## src/rtl/bos_pkg.sv

```systemverilog
// Shared definitions for the byte-oriented serial link.
// This package is used by the frame encoder and by the host-side decoder model.
package bos_pkg;

    // Start-of-frame marker byte.
    localparam logic [7:0] SOF_BYTE      = 8'h55;

    // Largest payload a single frame may carry.
    localparam int         MAX_FRAME_LEN = 63;

    // Encoder states.
    // They are kept here so that the decoder model can track the same phases.
    typedef enum logic [2:0] {
        IDLE     = 3'd0,
        S_SOF    = 3'd1,
        S_ADDR   = 3'd2,
        S_LEN    = 3'd3,
        PAY_CAP  = 3'd4,
        PAY_WAIT = 3'd5,
        S_CSUM   = 3'd6
    } enc_state_t;

    // Payload length actually framed: the fill level, capped at the frame maximum.
    function automatic logic [7:0] clamp_len(input logic [7:0] fill, input logic [7:0] max_len);
        logic [7:0] res;
        if (fill > max_len) begin
            res = max_len;
        end else begin
            res = fill;
        end
        return res;
    endfunction

    // Checksum byte: two's complement of the running sum.
    // With it, the whole frame body sums to zero mod 256.
    function automatic logic [7:0] csum_byte(input logic [7:0] running_sum);
        return 8'(8'h00 - running_sum);
    endfunction

endpackage

```

## src/rtl/msg_encoder.sv

```systemverilog
// Drains a message from a non-showahead FIFO and emits it as one framed packet:
//   SOF, ADDR, LEN, payload[0..LEN-1], CSUM
// The output is a valid/ready byte stream.
// Each payload byte costs a read cycle plus an output cycle; the read latency is not hidden.
import bos_pkg::*;

module msg_encoder #(
    parameter logic [7:0] ADDR    = 8'h00,
    parameter logic [7:0] SOF     = SOF_BYTE,
    parameter int         MAX_LEN = MAX_FRAME_LEN
) (
    input  logic       clk,
    input  logic       n_rst,
    input  logic       have_msg,
    input  logic [7:0] len,
    input  logic [7:0] in_data,
    output logic       rdreq,
    output logic [7:0] out_data,
    output logic       out_valid,
    input  logic       out_ready,
    output logic       busy
);

    localparam logic [7:0] MAX_LEN_B = 8'(MAX_LEN);

    enc_state_t r_state;
    enc_state_t w_state;
    logic [7:0] r_cnt;
    logic [7:0] w_cnt;
    logic [7:0] r_sum;
    logic [7:0] w_sum;
    logic [7:0] r_out_data;
    logic [7:0] w_out_data;
    logic       r_out_valid;
    logic       w_out_valid;
    logic       w_accept;
    logic       w_rdreq;

    assign w_accept = r_out_valid & out_ready;

    // State and datapath registers; reset returns to IDLE and abandons any partial frame.
    always_ff @(posedge clk or negedge n_rst) begin
        if (!n_rst) begin
            r_state     <= IDLE;
            r_cnt       <= 8'h00;
            r_sum       <= 8'h00;
            r_out_data  <= 8'h00;
            r_out_valid <= 1'b0;
        end else begin
            r_state     <= w_state;
            r_cnt       <= w_cnt;
            r_sum       <= w_sum;
            r_out_data  <= w_out_data;
            r_out_valid <= w_out_valid;
        end
    end

    // Next-state and datapath logic.
    // Every field holds unless a transfer is accepted, so a stalled sink freezes the frame.
    always_comb begin
        w_state     = r_state;
        w_cnt       = r_cnt;
        w_sum       = r_sum;
        w_out_data  = r_out_data;
        w_out_valid = r_out_valid;
        case (r_state)
            IDLE: begin
                // A zero fill level is a spurious non-empty flag and is ignored.
                if (have_msg && (len != 8'h00)) begin
                    w_cnt       = clamp_len(len, MAX_LEN_B);
                    w_sum       = 8'h00;
                    w_out_data  = SOF;
                    w_out_valid = 1'b1;
                    w_state     = S_SOF;
                end else begin
                    w_state = IDLE;
                end
            end
            S_SOF: begin
                if (w_accept) begin
                    w_out_data = ADDR;
                    w_sum      = ADDR;
                    w_state    = S_ADDR;
                end else begin
                    w_state = S_SOF;
                end
            end
            S_ADDR: begin
                if (w_accept) begin
                    w_out_data = r_cnt;
                    w_sum      = 8'(r_sum + r_cnt);
                    w_state    = S_LEN;
                end else begin
                    w_state = S_ADDR;
                end
            end
            S_LEN: begin
                // The first FIFO read is issued combinationally in this accept cycle.
                if (w_accept) begin
                    w_out_valid = 1'b0;
                    w_state     = PAY_CAP;
                end else begin
                    w_state = S_LEN;
                end
            end
            PAY_CAP: begin
                // FIFO q is valid one cycle after the read strobe.
                w_out_data  = in_data;
                w_out_valid = 1'b1;
                w_sum       = 8'(r_sum + in_data);
                w_cnt       = 8'(r_cnt - 8'd1);
                w_state     = PAY_WAIT;
            end
            PAY_WAIT: begin
                if (w_accept) begin
                    if (r_cnt == 8'h00) begin
                        w_out_data = csum_byte(r_sum);
                        w_state    = S_CSUM;
                    end else begin
                        w_out_valid = 1'b0;
                        w_state     = PAY_CAP;
                    end
                end else begin
                    w_state = PAY_WAIT;
                end
            end
            S_CSUM: begin
                if (w_accept) begin
                    w_out_valid = 1'b0;
                    w_state     = IDLE;
                end else begin
                    w_state = S_CSUM;
                end
            end
            default: begin
                w_state     = IDLE;
                w_out_valid = 1'b0;
            end
        endcase
    end

    // FIFO read strobe.
    // It is decoded only from registered state, cnt and out_ready, so it asserts in the cycle the previous byte is accepted.
    always_comb begin
        w_rdreq = 1'b0;
        case (r_state)
            S_LEN: begin
                w_rdreq = out_ready;
            end
            PAY_WAIT: begin
                if (r_cnt != 8'h00) begin
                    w_rdreq = out_ready;
                end else begin
                    w_rdreq = 1'b0;
                end
            end
            default: begin
                w_rdreq = 1'b0;
            end
        endcase
    end

    assign rdreq     = w_rdreq;
    assign out_data  = r_out_data;
    assign out_valid = r_out_valid;
    assign busy      = (r_state != IDLE);

endmodule

```

## config.mk

```make
export PLATFORM = sky130hd
export DESIGN_NAME = msg_encoder
export DESIGN_NICKNAME = d
export VERILOG_FILES = /design/src/rtl/bos_pkg.sv /design/src/rtl/msg_encoder.sv
export SDC_FILE = /design/constraint.sdc
export NUM_CORES = 1
export LEC_CHECK = 0
export BUFFER_PORTS_ARGS = -buffer_cell sky130_fd_sc_hd__buf_2
export CORE_UTILIZATION = 52
export DETAILED_ROUTE_END_ITERATION = 10
export PLACE_DENSITY = 0.77
export SYNTH_ARGS = -nofsm -noshare
export SYNTH_HDL_FRONTEND = slang
export SYNTH_SLANG_ARGS = --single-unit
```

## constraint.sdc

```tcl
create_clock -name clk -period 3 [get_ports clk]
set_input_delay 0.15 -clock clk [delete_from_list [all_inputs] [get_ports clk]]
set_output_delay 0.15 -clock clk [all_outputs]
set_load 0.02 [all_outputs]
```

After elaboration in Yosys (flattened, before gate mapping)
Index checks and enable logic that the tools add are counted.
{ "totals": {"memories": 0, "out_inout_bits": 11, "elab_cells": 67, "mem_bits_rw": 0, "reg_bits": 28, "latch_bits": 0, "romBits": 0} }
{ "op_classes": {"multipliers": 0, "order_cmp": 1, "muxes": 27, "shifts": 0, "div": 0, "bitwise_logic": 2, "n_eq_ne": 13, "add_sub_neg": 4, "reduce_logical": 15} }
{ "op_table": {"columns": ["cell", "count"], "rows": [
  ["8-bit two-way mux", 9],
  ["8-bit one-hot mux with 5 select lines", 1],
  ["8-bit one-hot mux with 4 select lines", 1],
  ["3-bit one-hot mux with 7 select lines", 1],
  ["8-bit adder", 2],
  ["8-bit one-hot mux with 2 select lines", 1],
  ["8-bit nonzero test", 2],
  ["2-bit inequality test (second input constant)", 6],
  ["3-bit equality test (second input constant)", 3],
  ["3-bit two-way mux", 3],
  ["8-bit by 6-bit greater-than comparator with 1-bit output (second input constant)", 1],
  ["8-bit zero test", 1],
  ["1-bit by 8-bit subtractor with 8-bit output (first input constant)", 1],
  ["8-bit by 1-bit subtractor with 8-bit output (second input constant)", 1],
  ["1-bit two-way mux", 7],
  ["3-bit by 2-bit equality test with 1-bit output (second input constant)", 2],
  ["6-bit AND reduction", 1],
  ["1-bit one-hot mux with 5 select lines", 1],
  ["5-bit AND reduction", 1],
  ["5-bit nonzero test", 1],
  ["2-bit two-way mux", 2],
  ["4-bit AND reduction", 1],
  ["4-bit nonzero test", 1],
  ["2-bit OR reduction", 2],
  ["other kinds (10)", 10]
]} }

Depth between registers and ports, before layout
{ "depth": {"word_depth": 4, "mapped_depth": 14, "ltp_nobuf": 12} }

Worst setup path before layout
OpenSTA, ideal clock, no wires.
{ "synth_path": {"kind": "reg2reg", "startpoint": "register r_state[2]", "endpoint": "register r_sum[6]", "arrival_time_ns": 2.743, "period_less_slack_ns": 2.864, "setup_ns": 0.122, "setup_slack_ns": 0.136, "path_stages_with_launch": 14, "cell_sequence": "dfrtp_1 > clkbuf_1 > nand2b_1 > nor2_2 > clkbuf_1 > o21ai_0 > ha_1 > inv_1 > fa_1 > nor2b_1 > o31a_1 > o21a_1 > or3_1 > a32o_1"} }
{ "synth_via": {"elab_chain_len": 3, "word_cells_on_any_way": 10, "cone_classes": "eq/ne (6); mux (1); reduce/logical (3)"} }
{ "synth_lines": {"columns": ["item", "line", "rtl"], "rows": [
  ["start, declared", "msg_encoder.sv:26", "enc_state_t r_state;"],
  ["start signal, assigned", "msg_encoder.sv:50", "r_state <= w_state;"],
  ["3-bit by 2-bit equality test with 1-bit output, or another cell as far along", "msg_encoder.sv:66", "case (r_state)"],
  ["4-bit nonzero test (no line) / 2-bit inequality test (equally long branches)", null, null],
  ["4-bit AND reduction (no line)", null, null],
  ["end signal, assigned", "msg_encoder.sv:52", "r_sum <= w_sum;"],
  ["end, declared", "msg_encoder.sv:30", "logic [7:0] r_sum;"]
]} }
Several ways; a longest one is shown, not always the timed one.
A chain may end at the register's enable or synchronous reset.

Final worst setup path
{ "layout_path": {"startpoint": "register r_state[0]", "endpoint": "register r_sum[6]"} }
Same word-level chain as after synthesis.

==> impl_metrics.py <==
metrics = {
    "run_status": {
        "status": "complete, no violations",
    },
    "logic_synthesis": {
        "synthesis.yosys.warnings": 0,
        "muxShareOfSynthArea_pct": 5.66,
        "syn-num-nets": 287,
        "post_synth_xor_area_fraction_pct": 3.96,
        "synth_edf_count": 0,
        "postSynth.topFlopCell": "sky130_fd_sc_hd__dfrtp_1",
        "ys_top_cells_by_area": "sky130_fd_sc_hd__dfrtp_1 32%, sky130_fd_sc_hd__ha_1 5.7%, sky130_fd_sc_hd__nand2_1 5.4%",
        "synth_compound_gate_area_share_pct": 23.7,
        "synth.lib_cells_used.distinct": 55,
        "syn_area_mm2": 0.00221,
        "postSynthCellCount": 256,
        "largest_family_of_logic_cells_by_synthesized_area": "compound AO/OA/AOI/OAI gates",
        "synth_seq_cells": 28,
        "ys_seq_area_share_pct": 31.7,
        "yosysTopAreaCellShare_pct": 31.7,
        "synth-async-reset-ratio_pct": 100,
        "biggest_area_consumer_among_synthesized_cells": "sky130_fd_sc_hd__dfrtp_1",
        "synthesis.area_per_instance_um2": 8.63,
        "yosys.area_share.adder_pct": 6.57,
        "post_synth_and_or_nand_nor_area_fraction_pct": 23.2,
    },
    "placed_design": {
        "place.port_buffers": 30,
        "place_hpwl_um": 4080,
        "placedInstanceArea_mm2": 0.00241,
        "placedCellCount": 329,
        "routabilityCongestion": 0.891,
    },
    "grt": {
        "grt_start_max_net_pins": 29,
        "antenna_found_initial": 0,
        "globalRouteTotalUtil_pct": 25.6,
        "grt_remaining_overflow": 0,
        "grt_pass1_vias": 1885,
        "grt_first_pass_wirelength_um": 8680,
    },
    "critical_path": {
        "cpMaxStageDelayCell": "sky130_fd_sc_hd__dfrtp_1",
        "critPathMostFrequentCell": "sky130_fd_sc_hd__o21ai_0",
        "critical_path_required_ns": 3.18,
        "crit_arrival_ns": 2.82,
        "rr_worst_depth": 12,
        "critical_path_peak_fanout": 26,
        "timing.setup.critical_path_class": "reg2reg",
        "cp-start-kind": "register",
        "cp-end-kind": "register",
        "cell_chain_critical_path": "buf_4, nor2_2, nand2_1, o21ai_0, ha_1, inv_1, fa_1, nor2b_1, o31a_1, o21a_1, o21ai_0, a32o_1",
        "worst_path_largest_cell_delay_ns": 0.38,
    },
    "clock_network": {
        "cts_tree": "built",
        "cts.sink_count": 28,
        "h-tree-depth": 1,
        "postCtsSetupRepairBufs": 0,
        "clkTransAtPathRegs_ns": 0.10,
        "cts_made_buffers": 3,
        "cts_root_buffer": "sky130_fd_sc_hd__clkbuf_8",
        "clock_insertion_delay_worst_skew_ns": 0.28,
        "cts_max_path_bufs": 2,
    },
    "final_layout": {
        "syn2layout_area_growth_pct": 11.2,
        "cell_area_after_layout_mm2": 0.00246,
        "finalNetCount": 316,
        "layout.cells.most_common": "sky130_fd_sc_hd__nand2_1",
        "layout_common_cells": "32 x sky130_fd_sc_hd__nand2_1, 30 x sky130_fd_sc_hd__buf_2, 28 x sky130_fd_sc_hd__dfrtp_1",
        "antenna_cells": 0,
        "drive_gt1_share_pct": 18.4,
        "post_layout_nonfiller_instances": 333,
    },
    "die": {
        "boundaryPins": 31,
        "dieHeight_um": 67.2,
        "fp.dieW_um": 67.2,
        "coreArea_mm2": 0.00403,
        "initial_cell_density_of_the_core_pct": 54.8,
        "die_area_mm2": 0.00451,
        "core.rowCount": 23,
    },
    "timing": {
        "rsz0062_at_grt": "no",
        "fin_crit_ns": 2.64,
        "fin_setup_tns_ns": 0,
        "whs_ns": 0.148,
        "setup_viol": 0,
        "finalClockSkew_ns": 0.00121,
        "slew_headroom_pct": 56.1,
        "drv_slew": 0,
        "fmax_ghz": 0.379,
        "transition_time_at_the_pin_with_the_least_slew_margin_ns": 0.658,
        "timing.final.hold_violations": 0,
        "post-route-period-util_pct": 87.9,
    },
    "power_and_ir_drop": {
        "cellPowerDensity_mw_per_mm2": 1080,
        "total_power_mw": 2.67,
        "power.static_leakage_nw": 1.14,
        "vdd_ir_drop_max_v": 0.000458,
    },
    "drt": {
        "post-route-drc-count": 0,
        "route.antenna.remaining_nets": 0,
        "dr.first_iter.drc_count": 246,
        "detailroute.via_count": 2034,
        "first_pass_iters": 4,
        "drt_wl_total_um": 5370,
        "wire_per_inst_um": 16.1,
        "drt-vias-per-instance": 6.11,
    },
    "worst_hold_path": {
        "hold-path-cell-count": 3,
        "hold_path.class": "in2reg",
    },
    "flow_run": {
        "cap_violations": 0,
    },
}
## cell families (layout without fill, tap and decap cells)
group | count (synthesis) | count (layout)
buffers and inverters | 27 | 54
adders and majority gates | 11 | 11
AOI/OAI and AO/OA | 77 | 77
DFF | 28 | 28
xor gates and xnor gates | 10 | 10
and+or+nand+nor | 93 | 93
muxes | 10 | 10
## final cells by class
| type | count | area [um2] |
|---|---|---|
| Inverter | 14 | 52.6 |
| Fill cell | 363 | 1570 |
| Tap cell | 50 | 62.6 |
| Clock buffer | 3 | 41.3 |
| Sequential cell | 28 | 701 |
| Timing Repair Buffer | 37 | 205 |
| Multi-Input combinational cell | 201 | 1400 |
## critical path, delay by kind of cell, from the launching register on
family	cells	cell delay, ns
fa+ha+maj	2	0.61
flops	1	0.38
buf+inv	2	0.28
compound gates	5	0.69
simple gates	3	0.57
## Yosys cell counts (3+ instances only)
master                     number
sky130_fd_sc_hd__nor3_1         5
sky130_fd_sc_hd__xnor2_1        3
sky130_fd_sc_hd__o22ai_1        6
sky130_fd_sc_hd__dfrtp_1       28
sky130_fd_sc_hd__xor2_1         7
sky130_fd_sc_hd__o31ai_1        4
sky130_fd_sc_hd__a21oi_1       10
sky130_fd_sc_hd__or3_1          4
sky130_fd_sc_hd__a211oi_1       3
sky130_fd_sc_hd__nor2_1        17
sky130_fd_sc_hd__o211ai_1       5
sky130_fd_sc_hd__o21ai_0       14
sky130_fd_sc_hd__inv_1         14
sky130_fd_sc_hd__a22oi_1        3
sky130_fd_sc_hd__a21o_1         4
sky130_fd_sc_hd__nor2b_1        4
sky130_fd_sc_hd__mux2_4         5
sky130_fd_sc_hd__o21a_1         7
sky130_fd_sc_hd__nand2b_1       5
sky130_fd_sc_hd__or4_1          3
sky130_fd_sc_hd__ha_1          10
sky130_fd_sc_hd__nand2_1       32
sky130_fd_sc_hd__mux2i_1        5
sky130_fd_sc_hd__clkbuf_1       9
sky130_fd_sc_hd__o21ai_1        6
## final timing paths
| path | from | endpoint | slack (ns) |
|---|---|---|---|
| max | r_state[0] | r_sum[6] | 0.36 |
| min | len[0] | r_cnt[4] | 0.15 |
| max in group asynchronous | n_rst | r_cnt[1] | 2.15 |
| max reg2reg | r_state[0] | r_sum[6] | 0.36 |
| min reg2reg | out_data[1] | out_data[1] | 0.52 |
| min in group asynchronous | n_rst | r_sum[1] | 0.43 |
## stage by stage
| step | utilization (%) | setup WS [ns] |
|---|---|---|
| detailed placement | 59.7 | 0.395 |
| global placement | 59.7 | 0.502 |
| floorplan | - | 0.136 |
| global route | 61.0 | 0.104 |
| finish | 61.0 | 0.362 |
| CTS | 61.0 | 0.387 |
## per-layer routing
metal,vias to the layer above,track usage [%],wire length (um)
met2,84,40.0,2510
met4,0,9.57,70
met3,6,3.21,348
met1,951,35.8,2440
li1,993,-,-
met5,-,0,0
## power breakdown
group,switching [mW],internal [mW],leakage (nW)
clock network,0.124,0.0906,0.0216
registers,0.207,0.532,0.352
logic,0.955,0.756,0.768
## registers in the layout, summed over array words and instances (netlist names)
signal,cells
out_data,8
out_valid,1
r_cnt,8
r_state,3
r_sum,8
## what timing repair did
item,4_1_cts,5_1_grt
endpoints found under the hold margin,28,0
resized for setup,0,0
hold buffers,1,0
(Power assumes the default switching activity.)
